<file path="config.mk">
export PLATFORM = sky130hd
export DESIGN_NAME = fb_arbiter
export DESIGN_NICKNAME = d
export VERILOG_FILES = /design/src/rtl/fb_arbiter.sv
export SDC_FILE = /design/constraint.sdc
export NUM_CORES = 1
export LEC_CHECK = 0
export ABC_AREA = 1
export CAP_MARGIN = 10
export CORE_MARGIN = 2
export CORE_UTILIZATION = 40
export CTS_CLUSTER_DIAMETER = 150
export DETAILED_ROUTE_END_ITERATION = 10
export PLACE_DENSITY = 0.7
export SKIP_CTS_REPAIR_TIMING = 1
export SLEW_MARGIN = 20
export SYNTH_ARGS = -nofsm -noshare
export SYNTH_HDL_FRONTEND = slang
export SYNTH_SLANG_ARGS = --single-unit
</file>
<file path="constraint.sdc">
create_clock -name clk -period 4 [get_ports clk]
set_input_delay 0.8 -clock clk [delete_from_list [all_inputs] [get_ports clk]]
set_output_delay 0.8 -clock clk [all_outputs]
set_load 0.05 [all_outputs]
</file>
<file path="src/rtl/fb_arbiter.sv">
// Single-port framebuffer arbiter: reserved scanout reads every 4th active pixel,
// remaining cycles shared between an external pixel writer and a clear engine.
module fb_arbiter #(
  parameter int FB_W       = 160,
  parameter int FB_H       = 120,
  parameter int SCALE_LOG2 = 2,
  parameter int AW         = 15,
  parameter int DW         = 8
) (
  input  logic          clk,
  input  logic          rst,
  input  logic [9:0]    sx,
  input  logic [9:0]    sy,
  input  logic          enable,
  input  logic          hsync,
  input  logic          vsync,
  input  logic          wr_valid,
  input  logic [AW-1:0] wr_addr,
  input  logic [DW-1:0] wr_data,
  output logic          wr_ready,
  input  logic          clear_req,
  input  logic [DW-1:0] clear_color,
  output logic          clear_busy,
  output logic          mem_en,
  output logic          mem_we,
  output logic [AW-1:0] mem_addr,
  output logic [DW-1:0] mem_wdata,
  input  logic [DW-1:0] mem_rdata,
  output logic [DW-1:0] pix_data,
  output logic          pix_de,
  output logic          hsync_out,
  output logic          vsync_out
);

  typedef enum logic {S_IDLE, S_CLEAR} state_t;

  localparam logic [AW-1:0] LAST_ADDR = AW'(FB_W * FB_H - 1);

  state_t        state_q, state_d;
  logic [AW-1:0] cnt_q, cnt_d;
  logic [DW-1:0] color_q, color_d;
  logic          mem_en_q, mem_en_d;
  logic          mem_we_q, mem_we_d;
  logic [AW-1:0] mem_addr_q, mem_addr_d;
  logic [DW-1:0] mem_wdata_q, mem_wdata_d;
  logic [2:0]    en_pipe_q, en_pipe_d;
  logic [2:0]    hs_pipe_q, hs_pipe_d;
  logic [2:0]    vs_pipe_q, vs_pipe_d;
  logic [1:0]    slot_pipe_q, slot_pipe_d;
  logic [DW-1:0] pix_q, pix_d;

  logic          slot;
  logic [AW-1:0] rd_addr;

  always_comb begin
    slot    = enable && (sx[SCALE_LOG2-1:0] == '0);
    rd_addr = AW'(sy >> SCALE_LOG2) * AW'(FB_W) + AW'(sx >> SCALE_LOG2);
  end

  assign wr_ready = !slot && (state_q == S_IDLE) && !clear_req && !rst;

  always_comb begin
    state_d     = state_q;
    cnt_d       = cnt_q;
    color_d     = color_q;
    mem_en_d    = 1'b0;
    mem_we_d    = 1'b0;
    mem_addr_d  = mem_addr_q;
    mem_wdata_d = mem_wdata_q;

    // Scanout owns its slot unconditionally; clear and writer only see free cycles.
    if (slot) begin
      mem_en_d   = 1'b1;
      mem_addr_d = rd_addr;
    end else if (state_q == S_CLEAR) begin
      mem_en_d    = 1'b1;
      mem_we_d    = 1'b1;
      mem_addr_d  = cnt_q;
      mem_wdata_d = color_q;
      cnt_d       = cnt_q + 1'b1;
      if (cnt_q == LAST_ADDR) state_d = S_IDLE;
    end else if (wr_valid && wr_ready) begin
      mem_en_d    = 1'b1;
      mem_we_d    = 1'b1;
      mem_addr_d  = wr_addr;
      mem_wdata_d = wr_data;
    end

    if ((state_q == S_IDLE) && clear_req) begin
      state_d = S_CLEAR;
      cnt_d   = '0;
      color_d = clear_color;
    end

    en_pipe_d   = {en_pipe_q[1:0], enable};
    hs_pipe_d   = {hs_pipe_q[1:0], hsync};
    vs_pipe_d   = {vs_pipe_q[1:0], vsync};
    slot_pipe_d = {slot_pipe_q[0], slot};
    // Read data lands two cycles after the slot; hold it for the rest of the group.
    pix_d = en_pipe_q[1] ? (slot_pipe_q[1] ? mem_rdata : pix_q) : '0;
  end

  always_ff @(posedge clk) begin
    if (rst) begin
      state_q     <= S_IDLE;
      cnt_q       <= '0;
      color_q     <= '0;
      mem_en_q    <= 1'b0;
      mem_we_q    <= 1'b0;
      mem_addr_q  <= '0;
      mem_wdata_q <= '0;
      en_pipe_q   <= '0;
      hs_pipe_q   <= '1;
      vs_pipe_q   <= '1;
      slot_pipe_q <= '0;
      pix_q       <= '0;
    end else begin
      state_q     <= state_d;
      cnt_q       <= cnt_d;
      color_q     <= color_d;
      mem_en_q    <= mem_en_d;
      mem_we_q    <= mem_we_d;
      mem_addr_q  <= mem_addr_d;
      mem_wdata_q <= mem_wdata_d;
      en_pipe_q   <= en_pipe_d;
      hs_pipe_q   <= hs_pipe_d;
      vs_pipe_q   <= vs_pipe_d;
      slot_pipe_q <= slot_pipe_d;
      pix_q       <= pix_d;
    end
  end

  assign clear_busy = (state_q == S_CLEAR);
  assign mem_en     = mem_en_q;
  assign mem_we     = mem_we_q;
  assign mem_addr   = mem_addr_q;
  assign mem_wdata  = mem_wdata_q;
  assign pix_data   = pix_q;
  assign pix_de     = en_pipe_q[2];
  assign hsync_out  = hs_pipe_q[2];
  assign vsync_out  = vs_pipe_q[2];

endmodule
</file>
After elaboration in Yosys (flattened, before gate mapping)
Index checks and enable logic that the tools add are counted.
{ "word_totals": {"in_bits": 66, "word_cells": 49, "regBits": 68, "out_inout_bits": 38} }
{ "classes": {"addsub": 2, "mux": 12, "n_mul": 1, "n_reduce_logical": 17, "bitwise_logic": 3, "n_eq_ne": 2} }
{ "ops": {"columns": ["op", "n"], "rows": [
  ["two-way mux 15 bit", 3],
  ["two-way mux 8 bit", 2],
  ["adder 15 x 1 -> 15 bit, second input constant", 1],
  ["adder 15 x 8 -> 15 bit", 1],
  ["equality test 15 bit, second input constant", 1],
  ["multiplier 8 x 3 -> 10 bit, second input constant", 1],
  ["two-way mux 1 bit", 7],
  ["logical AND 1 bit", 6],
  ["OR reduction 2 bit", 3],
  ["AND reduction 2 bit", 2],
  ["logical NOT 1 bit", 3],
  ["NOT 1 bit", 3],
  ["nonzero test 3 bit", 1],
  ["logical NOT 2 bit", 1],
  ["!= test 2 x 1 -> 1 bit, second input constant", 1],
  ["nonzero test 2 bit", 1]
]} }

Longest topological paths before layout
Gate-level depths: netlist of run 1.
{ "depth": {"ltp_word": 10, "ltp_mapped": 14, "mapped_depth_nobuf": 14} }

Worst setup path after synthesis of run 1
OpenSTA, ideal clock, no wires.
{ "synth_timing": {"path_kind": "input-to-reg", "from": "input port sy[3]", "to": "register mem_addr_q[14] (netlist: mem_addr[14])", "path_stages": 13, "required_ns": 3.930, "path_slack_ns": 1.362, "arrival_time_ns": 2.568, "setup_ns": 0.070, "n_path_buf": 0, "path_cell_list": "ha_1 > ha_1 > inv_1 > fa_1 > nor2_1 > nand3_1 > nor2_1 > nand2_1 > nor2_2 > nand2_1 > nand2_1 > nand3_1 > a21oi_1"} }
{ "synth_via": {"elab_chain_len": 3} }
{ "synth_lines": {"columns": ["item", "line_no", "rtl"], "rows": [
  ["from (decl)", "13", "input logic [9:0] sy,"],
  ["multiplier 8 x 3 -> 10 bit", "57", "rd_addr = AW'(sy >> SCALE_LOG2) * AW'(FB_W) + AW'(sx >> SCALE_LOG2);"],
  ["adder 15 x 8 -> 15 bit", "57", null],
  ["two-way mux 15 bit", "72", "if (slot) begin"],
  ["to (signal assigned)", "123", "mem_addr_q <= mem_addr_d;"],
  ["to (decl)", "44", "logic [AW-1:0] mem_addr_q, mem_addr_d;"]
]} }
Every way passes these cells.
A chain may end at the register's enable or synchronous reset.

Final worst setup path of run 1
Same ends and word-level chain as after synthesis.

==> impl_metrics.tcl, run 1 <==
set metrics [dict create \
    fp.dieW_um 97.1 \
    yosysWarnings 0 \
    ff2ff_setup_slack_ps 1700 \
    synth_seq_cells 68 \
    skew_ps 11.3 \
    min_to "slot_pipe_q[1]$_SDFF_PP0_" \
    fin_nets 653 \
    synth_area_um2 3470 \
    finalPower_uw 1740 \
    wire_per_inst_um 13.0 \
    dieArea_um2 9430 \
    initial_core_util 0.418 \
    swShare 0.323 \
    clock_latency_ps 350 \
    slew_headroom 0.628 \
    overflow 0 \
    critPathArrivalTime_ps 3310 \
    fin_tns_setup_ps 0 \
    num_vias 3322 \
    clock_path_buffers 2 \
    antenna_found_initial 0 \
    status "finished clean" \
    routed_wl_mm 8.82 \
    power_frac_seq 0.421 \
    synth.distinct_cells 39 \
    crit_type "in2reg" \
    r2r-start "clear_busy$_SDFFE_PP0P_" \
    p_leak_uw 0.00194 \
    setup_viol 0 \
    hpwl_mm 6.88 \
    min_from "slot_pipe_q[0]$_SDFF_PP0_" \
    drt_iter0_drc 156 \
    syn_nets 553 \
    syn-instance-count 469 \
    seq_area_frac_synth 0.392 \
    ios 104 \
    place.port_buffers 101 \
    diodes 0 \
    maxSlewViolCount 0 \
    reg2reg_depth 7 \
    core_area_um2 8300 \
    rows 33 \
    final_hold_viol_count 0 \
    cts_tree "yes" \
    grt_usage 0.192 \
    avgSynthCellArea_um2 7.40 \
    p_sw_uw 562 \
    power.internal_uw 1180 \
    fillers 804 \
    combPwrFrac 0.239 \
    antenna_left 0 \
    grt_max_degree 23 \
    layout_common_cells "nand2_1 (102), clkdlybuf4s50_1 (100), dfxtp_1 (68)" \
    final_layout_size_suffix_gt1_frac 0.0801 \
    die_y_um 97.1 \
    tightest_slew_ps 556 \
    end_kind "flop" \
    vias_per_cell 4.89 \
    whs_ps 404 \
    cts_made_buffers 9 \
    grt_pass1_wl_mm 15.0 \
    clock_sinks 68 \
    path_clk_slew_ps 70 \
    r2r_end "mem_addr[6]$_SDFFE_PP0P_" \
    first_global_vias 3177 \
    hold_depth 2 \
    final_util 0.572 \
    critPathRequiredTime_ps 4270 \
    clockPowerShare 0.340 \
    final_common_cell "nand2_1" \
    cts_root_buf "clkbuf_8" \
    fmax_mhz 330 \
    syn_to_final_growth_pct 36.8 \
    htreeDepth 3 \
    gp_congestion 0.829 \
    hold_class "reg2reg" \
    max_cap_violations 0 \
    cp-start-kind "input port" \
    rsz0062_at_grt "false" \
    drc 0 \
    p_per_area_nw_per_um2 367 \
    fin_crit_ps 3030 \
    vdd_drop_max_mv 0.185 \
    fin_crit_sh 0.759 \
    critPathMaxFanout 4 \
    drtPass1Iterations 4 \
]
-- synthesized netlist by cell type --
cell      count  share of area
a21oi_1      26          0.038
o211ai_1      1         0.0022
buf_6         2         0.0065
fa_1          2          0.012
nor3_1        5         0.0072
a31oi_1      14          0.025
clkbuf_8      1         0.0040
nand3_4       1         0.0051
inv_1        54          0.058
nand3b_1      2         0.0043
nand2_2       1         0.0018
nand4_1       5         0.0090
or2_0         1         0.0018
a21oi_2       1         0.0025
nand2_1     102           0.11
a211oi_1      5          0.011
buf_4         1         0.0022
nand3_1      19          0.027
dfxtp_1      68           0.39
clkbuf_1      7         0.0076
nor2_1       47          0.051
o22ai_1       1         0.0018
nor4_1        1         0.0018
xor2_1        4          0.010
a22oi_1       6          0.013
o21ai_0      48          0.069
nor2_8        1         0.0058
a221oi_1      1         0.0025
nand2_4       4          0.013
nand3_2       1         0.0029
nor2_4        1         0.0032
inv_2         3         0.0032
and3_2        1         0.0022
nor3_4        1         0.0047
buf_2         3         0.0043
nor2_2        3         0.0054
nand2_8       1         0.0058
or2_2         8          0.014
ha_1         16          0.058
-- worst max-delay path by stage --
stage,startpoint,end,slack (ps),cells after the start
final,sy[3],mem_addr[14]$_SDFFE_PP0P_,970,14
after global routing,sy[3],mem_addr[14]$_SDFFE_PP0P_,760,14
after CTS,sy[3],mem_addr[14]$_SDFFE_PP0P_,960,14
after detailed placement,sy[3],mem_addr[14]$_SDFFE_PP0P_,610,14
after global placement,sy[3],mem_addr[14]$_SDFFE_PP0P_,720,14
after floorplan,sy[3],mem_addr[14]$_SDFFE_PP0P_,1360,13
-- metrics by stage --
step / setup WS (ps) / area [um2] / std cells
2_1_floorplan: 1360 / 3470 / 469
3_3_place_gp: 715 / 4540 / 663
3_5_place_dp: 609 / 4540 / 663
4_1_cts: 960 / 4750 / 679
5_1_grt: 760 / 4750 / 679
6_report: 966 / 4750 / 679
-- final cells by class --
cell class,count,area (um2),share of cell area
Clock buffer,9,124,0.0261
Clock inverter,7,83.8,0.0177
Inverter,57,214,0.0451
Multi-Input combinational cell,330,1810,0.381
Sequential cell,68,1360,0.287
Tap cell,105,131,0.0277
Timing Repair Buffer,103,1020,0.216
-- logic make-up (layout without fill, tap and decap cells) --
kind of cell               Yosys count  in the layout  synth area share
AOI/OAI and AO/OA                  103            103             0.165
DFF                                 68             68             0.392
buffers and inverters               71            176            0.0862
adders and majority gates           18             18            0.0693
xor gates and xnor gates             4              4            0.0101
and+or+nand+nor                    205            205             0.277
-- layer usage --
layer,vias to the layer above,GRT usage,part of all wire
met1,1475,0.241,0.46
met2,86,0.317,0.47
met4,0,0.0683,0.022
met5,-,0,0
met3,16,0.0540,0.047
li1,1745,-,-
-- worst max-delay path: stages --
cell and delay (ps):
clkdlybuf4s50_1 470, ha_1 320, ha_1 230, inv_1 70, fa_1 460, nor2_1 140, nand3_1 100, nor2_1 160
nand2_1 100, nor2_2 130, nand2_1 70, nand2_1 50, nand3_1 60, a21oi_1 140
-- power groups by stage --
| stage | clock network, uW | logic (uW) | registers [uW] |
|---|---|---|---|
| floorplan | 0 | 177 | 832 |
| global placement | 0 | 410 | 748 |
| detailed placement | 0 | 415 | 749 |
| CTS | 606 | 417 | 733 |
| global route | 640 | 454 | 738 |
| finish | 591 | 415 | 733 |
-- sequential cells by signal (all words and copies together) (netlist names) --
signal / count
mem_en: 1
slot_pipe_q: 2
clear_busy: 1
pix_data: 8
en_pipe_q: 3
mem_we: 1
hs_pipe_q: 3
color_q: 8
cnt_q: 15
mem_wdata: 8
vs_pipe_q: 3
mem_addr: 15
(Power assumes the default switching activity.)
==> run 2: changes to the inputs <==
--- a/config.mk
+++ b/config.mk
@@ -11,7 +11,7 @@
 export CORE_UTILIZATION = 40
 export CTS_CLUSTER_DIAMETER = 150
 export DETAILED_ROUTE_END_ITERATION = 10
-export PLACE_DENSITY = 0.7
+export PLACE_DENSITY = 0.72
 export SKIP_CTS_REPAIR_TIMING = 1
 export SLEW_MARGIN = 20
 export SYNTH_ARGS = -nofsm -noshare
==> constraint.sdc (replaced) <==
create_clock -name clk -period 2.57 [get_ports clk]
set_input_delay 0.514 -clock clk [delete_from_list [all_inputs] [get_ports clk]]
set_output_delay 0.514 -clock clk [all_outputs]
set_load 0.05 [all_outputs]
==> run 2 against run 1 <==
  * Cell count rose by 3.1%
  * Largest power group unchanged
  * Highest routed layer unchanged
  * Worst setup slack got worse by 830 ps
  * Sequential cell count did not move
  * Critical path type unchanged
  * Die area did not move
  * Clock-buffer cell count did not move
  * Clock skew fell by 6.1 ps
  * Global-route usage rose by 0.26 points
  * Clock power rose by 66%
  * Hold slack improved by 2.3 ps
  * Combinational power rose by 69%
  * Via count rose by 4.1%
==> impl_metrics.tcl, run 2 (synthesis gave the netlist of run 1 again) <==
set metrics [dict create \
    status "finished clean" \
    grt_max_degree 19 \
    r2r-start "clear_busy$_SDFFE_PP0P_" \
    fin_cells 700 \
    grt_usage 0.195 \
    place.port_buffers 101 \
    wire_per_inst_um 12.9 \
    drtPass1Iterations 4 \
    combPwrFrac 0.249 \
    clock_sinks 68 \
    cts_made_buffers 9 \
    gp_congestion 0.835 \
    ff2ff_setup_slack_ps 940 \
    final_layout_size_suffix_gt1_frac 0.121 \
    clock_latency_ps 340 \
    htreeDepth 3 \
    dieArea_um2 9430 \
    seq_area_um2 1360 \
    vias_per_cell 4.94 \
    end_kind "flop" \
    drt_iter0_drc 105 \
    crit_type "in2reg" \
    grt.busiest_layer "met2" \
    critPathLaunch "sy[6]" \
    drc 0 \
    p_sw_uw 863 \
    globalRouteMet1Util 0.239 \
    critPathRequiredTime_ps 2850 \
    critPathArrivalTime_ps 2710 \
    fin_ws_ps 140 \
    initial_core_util 0.418 \
    fin_tns_setup_ps 0 \
    fp.dieW_um 97.1 \
    dp.cells 683 \
    final_hold_viol_count 0 \
    min_from "slot_pipe_q[0]$_SDFF_PP0_" \
    max_cap_violations 0 \
    fin_crit_ps 2430 \
    grt_use_met2 0.340 \
    fmax_mhz 411 \
    setup_viol 0 \
    hold_class "reg2reg" \
    antenna_found_initial 0 \
    layout_common_cells "nand2_1 (102), clkdlybuf4s50_1 (96), dfxtp_1 (68)" \
    ios 104 \
    final_util 0.597 \
    cts_root_buf "clkbuf_8" \
    slew_headroom 0.645 \
    grtUsageMet3 0.0532 \
    num_vias 3459 \
    placed_area_um2 4700 \
    path_clk_slew_ps 70 \
    tightest_slew_ps 531 \
    final_common_cell "nand2_1" \
    design_area_um2 4950 \
    multi_input_area_um2 1820 \
    maxSlewViolCount 0 \
    fin_crit_sh 0.946 \
    skew_ps 5.23 \
    hpwl_mm 7.02 \
    grt_pass1_wl_mm 15.2 \
    critPathMaxFanout 3 \
    overflow 0 \
    rows 33 \
    swShare 0.306 \
    routed_wl_mm 9.01 \
    core_area_um2 8300 \
    diodes 0 \
    cts_tree "yes" \
    p_per_area_nw_per_um2 570 \
    syn_to_final_growth_pct 42.8 \
    first_global_vias 3231 \
    cp-start-kind "input port" \
    fin_nets 674 \
    fillers 743 \
    pre_cts_ws_ps -346 \
    antenna_left 0 \
    power_frac_seq 0.404 \
    p_leak_uw 0.00209 \
    clock_path_buffers 2 \
    vdd_drop_max_mv 0.354 \
    die_y_um 97.1 \
    clockPowerShare 0.347 \
    power.internal_uw 1960 \
]
## run 2: cell types whose count changed in the layout (fill, tap and decap cells not counted), moves of 2 or more
cell             change
nor2_2               +2
nor2_1               -2
buf_4               +20
clkdlybuf4s50_1      -4
dlymetal6s2s_1       +4
## run 2: per-layer routing
metal	wire (um)	share of wire	vias to the layer above
met4	53	0.0059	0
met2	4460	0.49	93
met3	453	0.050	6
li1	-	-	1794
met5	0	0	-
met1	4050	0.45	1566
## run 2: layout make-up
cell class | count | share of cell area
multi-input cells | 330 | 0.368
clock buffers | 9 | 0.0250
clock inverters | 7 | 0.0200
flip-flops and latches | 68 | 0.275
inverters | 57 | 0.0432
repair buffers | 124 | 0.243
well taps | 105 | 0.0265
## run 2: path summary, 6_finish.rpt
path | end | cells after the start
max | mem_addr[14]$_SDFFE_PP0P_ | 13
max reg2reg | mem_addr[5]$_SDFFE_PP0P_ | 9
min reg2reg | slot_pipe_q[1]$_SDFF_PP0_ | 2
min | slot_pipe_q[1]$_SDFF_PP0_ | 2
## run 2: worst max-delay path: stages
cell and delay [ps]:
clkdlybuf4s50_1 420, ha_1 300, inv_1 60, fa_1 490, nor2_1 150, nand3_2 100
nor2_2 110, nand2_1 90, nor2_2 140, nand2_1 70, nand2_1 60, nand3_1 60
a21oi_1 150
## run 2: power groups by stage
stage | Sequential (uW) | Combinational [uW] | Clock [uW]
2_1_floorplan | 1300 | 276 | 0
3_3_place_gp | 1160 | 682 | 0
3_5_place_dp | 1160 | 692 | 0
4_1_cts | 1140 | 696 | 994
5_1_grt | 1150 | 765 | 1050
6_report | 1140 | 702 | 980
## run 2: stage by stage
step	total power (uW)	hold WS, ps
floorplan	1570	388
global placement	1840	391
detailed placement	1850	393
CTS	2830	411
global route	2960	432
finish	2820	407
==> run 3: changes to the inputs <==
--- a/config.mk
+++ b/config.mk
@@ -11,7 +11,7 @@
 export CORE_UTILIZATION = 40
 export CTS_CLUSTER_DIAMETER = 150
 export DETAILED_ROUTE_END_ITERATION = 10
-export PLACE_DENSITY = 0.72
+export PLACE_DENSITY = 0.7
 export SKIP_CTS_REPAIR_TIMING = 1
 export SLEW_MARGIN = 20
 export SYNTH_ARGS = -nofsm -noshare
==> constraint.sdc (replaced) <==
create_clock -name clk -period 2.4 [get_ports clk]
set_input_delay 0.48 -clock clk [delete_from_list [all_inputs] [get_ports clk]]
set_output_delay 0.48 -clock clk [all_outputs]
set_load 0.05 [all_outputs]
==> run 3 against run 2 <==
  * Sequential power up 7%
  * Clock skew up 3.3 ps
  * Utilization up 0.50 points
  * Critical path depth unchanged
  * Hold slack worse by 4.1 ps
  * Final area up 0.83%
  * Wire length up 1.7%
  * Global-route usage down 0.14 points
  * Die area unchanged
  * Non-clock buffer count up 8
  * Via count up 1.3%
  * First-iteration DRC count up 33%
  * Critical endpoint unchanged
==> impl_metrics.tcl, run 3 (synthesis gave the netlist of run 1 again) <==
set metrics [dict create \
    p_sw_uw 909 \
    r2r-start "clear_busy$_SDFFE_PP0P_" \
    clock_latency_ps 340 \
    clock_sinks 68 \
    r2r_end "mem_addr[14]$_SDFFE_PP0P_" \
    diodes 0 \
    final_util 0.602 \
    final_common_cell "nand2_1" \
    drc 0 \
    routed_wl_mm 9.17 \
    grt_max_degree 22 \
    clockPowerShare 0.295 \
    fin_nets 682 \
    end_kind "flop" \
    cp_common_cell "nand2_1" \
    vias_per_cell 4.95 \
    clock_path_buffers 2 \
    path_clk_slew_ps 80 \
    fin_tns_setup_ps 0 \
    fp.dieW_um 97.1 \
    crit_type "in2reg" \
    critPathArrivalTime_ps 2560 \
    p_leak_uw 0.00211 \
    vdd_drop_max_mv 0.345 \
    num_vias 3505 \
    core_area_um2 8300 \
    skew_ps 8.49 \
    initial_core_util 0.418 \
    fin_crit_ps 2280 \
    fin_crit_sh 0.949 \
    p_per_area_nw_per_um2 567 \
    max_cap_violations 0 \
    ios 104 \
    fin_cells 708 \
    cts_made_buffers 9 \
    critPathRequiredTime_ps 2680 \
    tightest_slew_ps 546 \
    cp-start-kind "input port" \
    crit_slowest_cell "clkdlybuf4s50_1" \
    wire_per_inst_um 13.0 \
    final_hold_viol_count 0 \
    setup_viol 0 \
    combPwrFrac 0.274 \
    critPathLaunch "sy[7]" \
    rows 33 \
    antenna_left 0 \
    grt_usage 0.194 \
    dp.cells 689 \
    crit_chain "clkdlybuf4s50_1 -> ha_1 -> ha_2 -> nand3_1 -> nand3_1 -> nand2_1 -> nand2_1 -> nand2_1 -> nor2_2 -> nand2_1 -> nand2_1 -> nand3_1 -> a21oi_2" \
    slew_headroom 0.635 \
    antenna_found_initial 0 \
    htreeDepth 3 \
    syn_to_final_growth_pct 44.0 \
    gp_congestion 0.836 \
    hpwl_mm 7.12 \
    status "finished clean" \
    overflow 0 \
    first_global_vias 3272 \
    die_y_um 97.1 \
    cts_root_buf "clkbuf_8" \
    critPathMaxStageDelay_ps 500 \
    cts_tree "yes" \
    final_layout_size_suffix_gt1_frac 0.133 \
    critPathMaxFanout 7 \
    hold_class "reg2reg" \
    fmax_mhz 439 \
    grt_pass1_wl_mm 15.0 \
    maxSlewViolCount 0 \
    reg2reg_depth 9 \
    ff2ff_setup_slack_ps 780 \
    power.internal_uw 1920 \
    swShare 0.321 \
    place.port_buffers 101 \
    drtPass1Iterations 5 \
    hold_depth 2 \
    cp-endpoint "mem_addr[14]$_SDFFE_PP0P_" \
    drt_iter0_drc 140 \
    dieArea_um2 9430 \
    layout_common_cells "nand2_1 (102), clkdlybuf4s50_1 (95), dfxtp_1 (68)" \
    power_frac_seq 0.430 \
]
[run 3: changes by cell type in the layout (fill, tap and decap cells not counted), moves of 2 or more]
cell / previous run / this run
inv_6: 2 / 0
buf_4: 23 / 30
bufinv_16: 2 / 0
clkinvlp_4: 1 / 4
ha_1: 15 / 13
[run 3: worst max-delay path: cells and delay by family]
| kind | cells | cell delay [ps] |
|---|---|---|
| AND/OR/NAND/NOR | 9 | 790 |
| adder cells (fa/ha/maj) | 2 | 630 |
| AO/OA/AOI/OAI | 1 | 160 |
| buffers and inverters | 1 | 500 |
[run 3: worst min-delay path by stage]
stage,startpoint,endpoint
2_1_floorplan,en_pipe_q[0]$_SDFF_PP0_,en_pipe_q[1]$_SDFF_PP0_
3_3_place_gp,slot_pipe_q[0]$_SDFF_PP0_,slot_pipe_q[1]$_SDFF_PP0_
3_5_place_dp,slot_pipe_q[0]$_SDFF_PP0_,slot_pipe_q[1]$_SDFF_PP0_
4_1_cts,slot_pipe_q[0]$_SDFF_PP0_,slot_pipe_q[1]$_SDFF_PP0_
5_1_grt,vs_pipe_q[1]$_SDFF_PP1_,vs_pipe_q[2]$_SDFF_PP1_
6_report,slot_pipe_q[0]$_SDFF_PP0_,slot_pipe_q[1]$_SDFF_PP0_
[run 3: power by group through the flow]
stage,Sequential [uW],Combinational [uW],Clock [uW]
after floorplan,1390,295,0
final,1220,776,837
after detailed placement,1240,761,0
after global placement,1240,748,0
after global routing,1220,844,906
after CTS,1220,765,854
[run 3: per-layer routing]
metal,GRT usage,part of all wire,wire (um),vias to the layer above
met1,0.239,0.45,4120,1584
met3,0.0576,0.054,497,15
met5,0,0,0,-
met2,0.328,0.48,4420,103
met4,0.0542,0.014,126,0
li1,-,-,-,1803
[run 3: stage by stage]
step	total power, uW	hold slack, ps	worst slack (ps)	area (um2)
after global placement	1990	389	-425	4760
after global routing	2970	422	-9.86	4990
final	2830	402	123	4990
after CTS	2840	405	-192	4940
after detailed placement	2010	394	-545	4760
after floorplan	1680	388	81.7	3470
[run 3: layout make-up]
cell class,instances,area [um2]
clock inverter,6,40.0
tap,105,131
fill,776,3300
inverter,57,214
timing repair buffer,132,1280
clock buffer,10,138
multi-input combinational,330,1830
sequential,68,1360
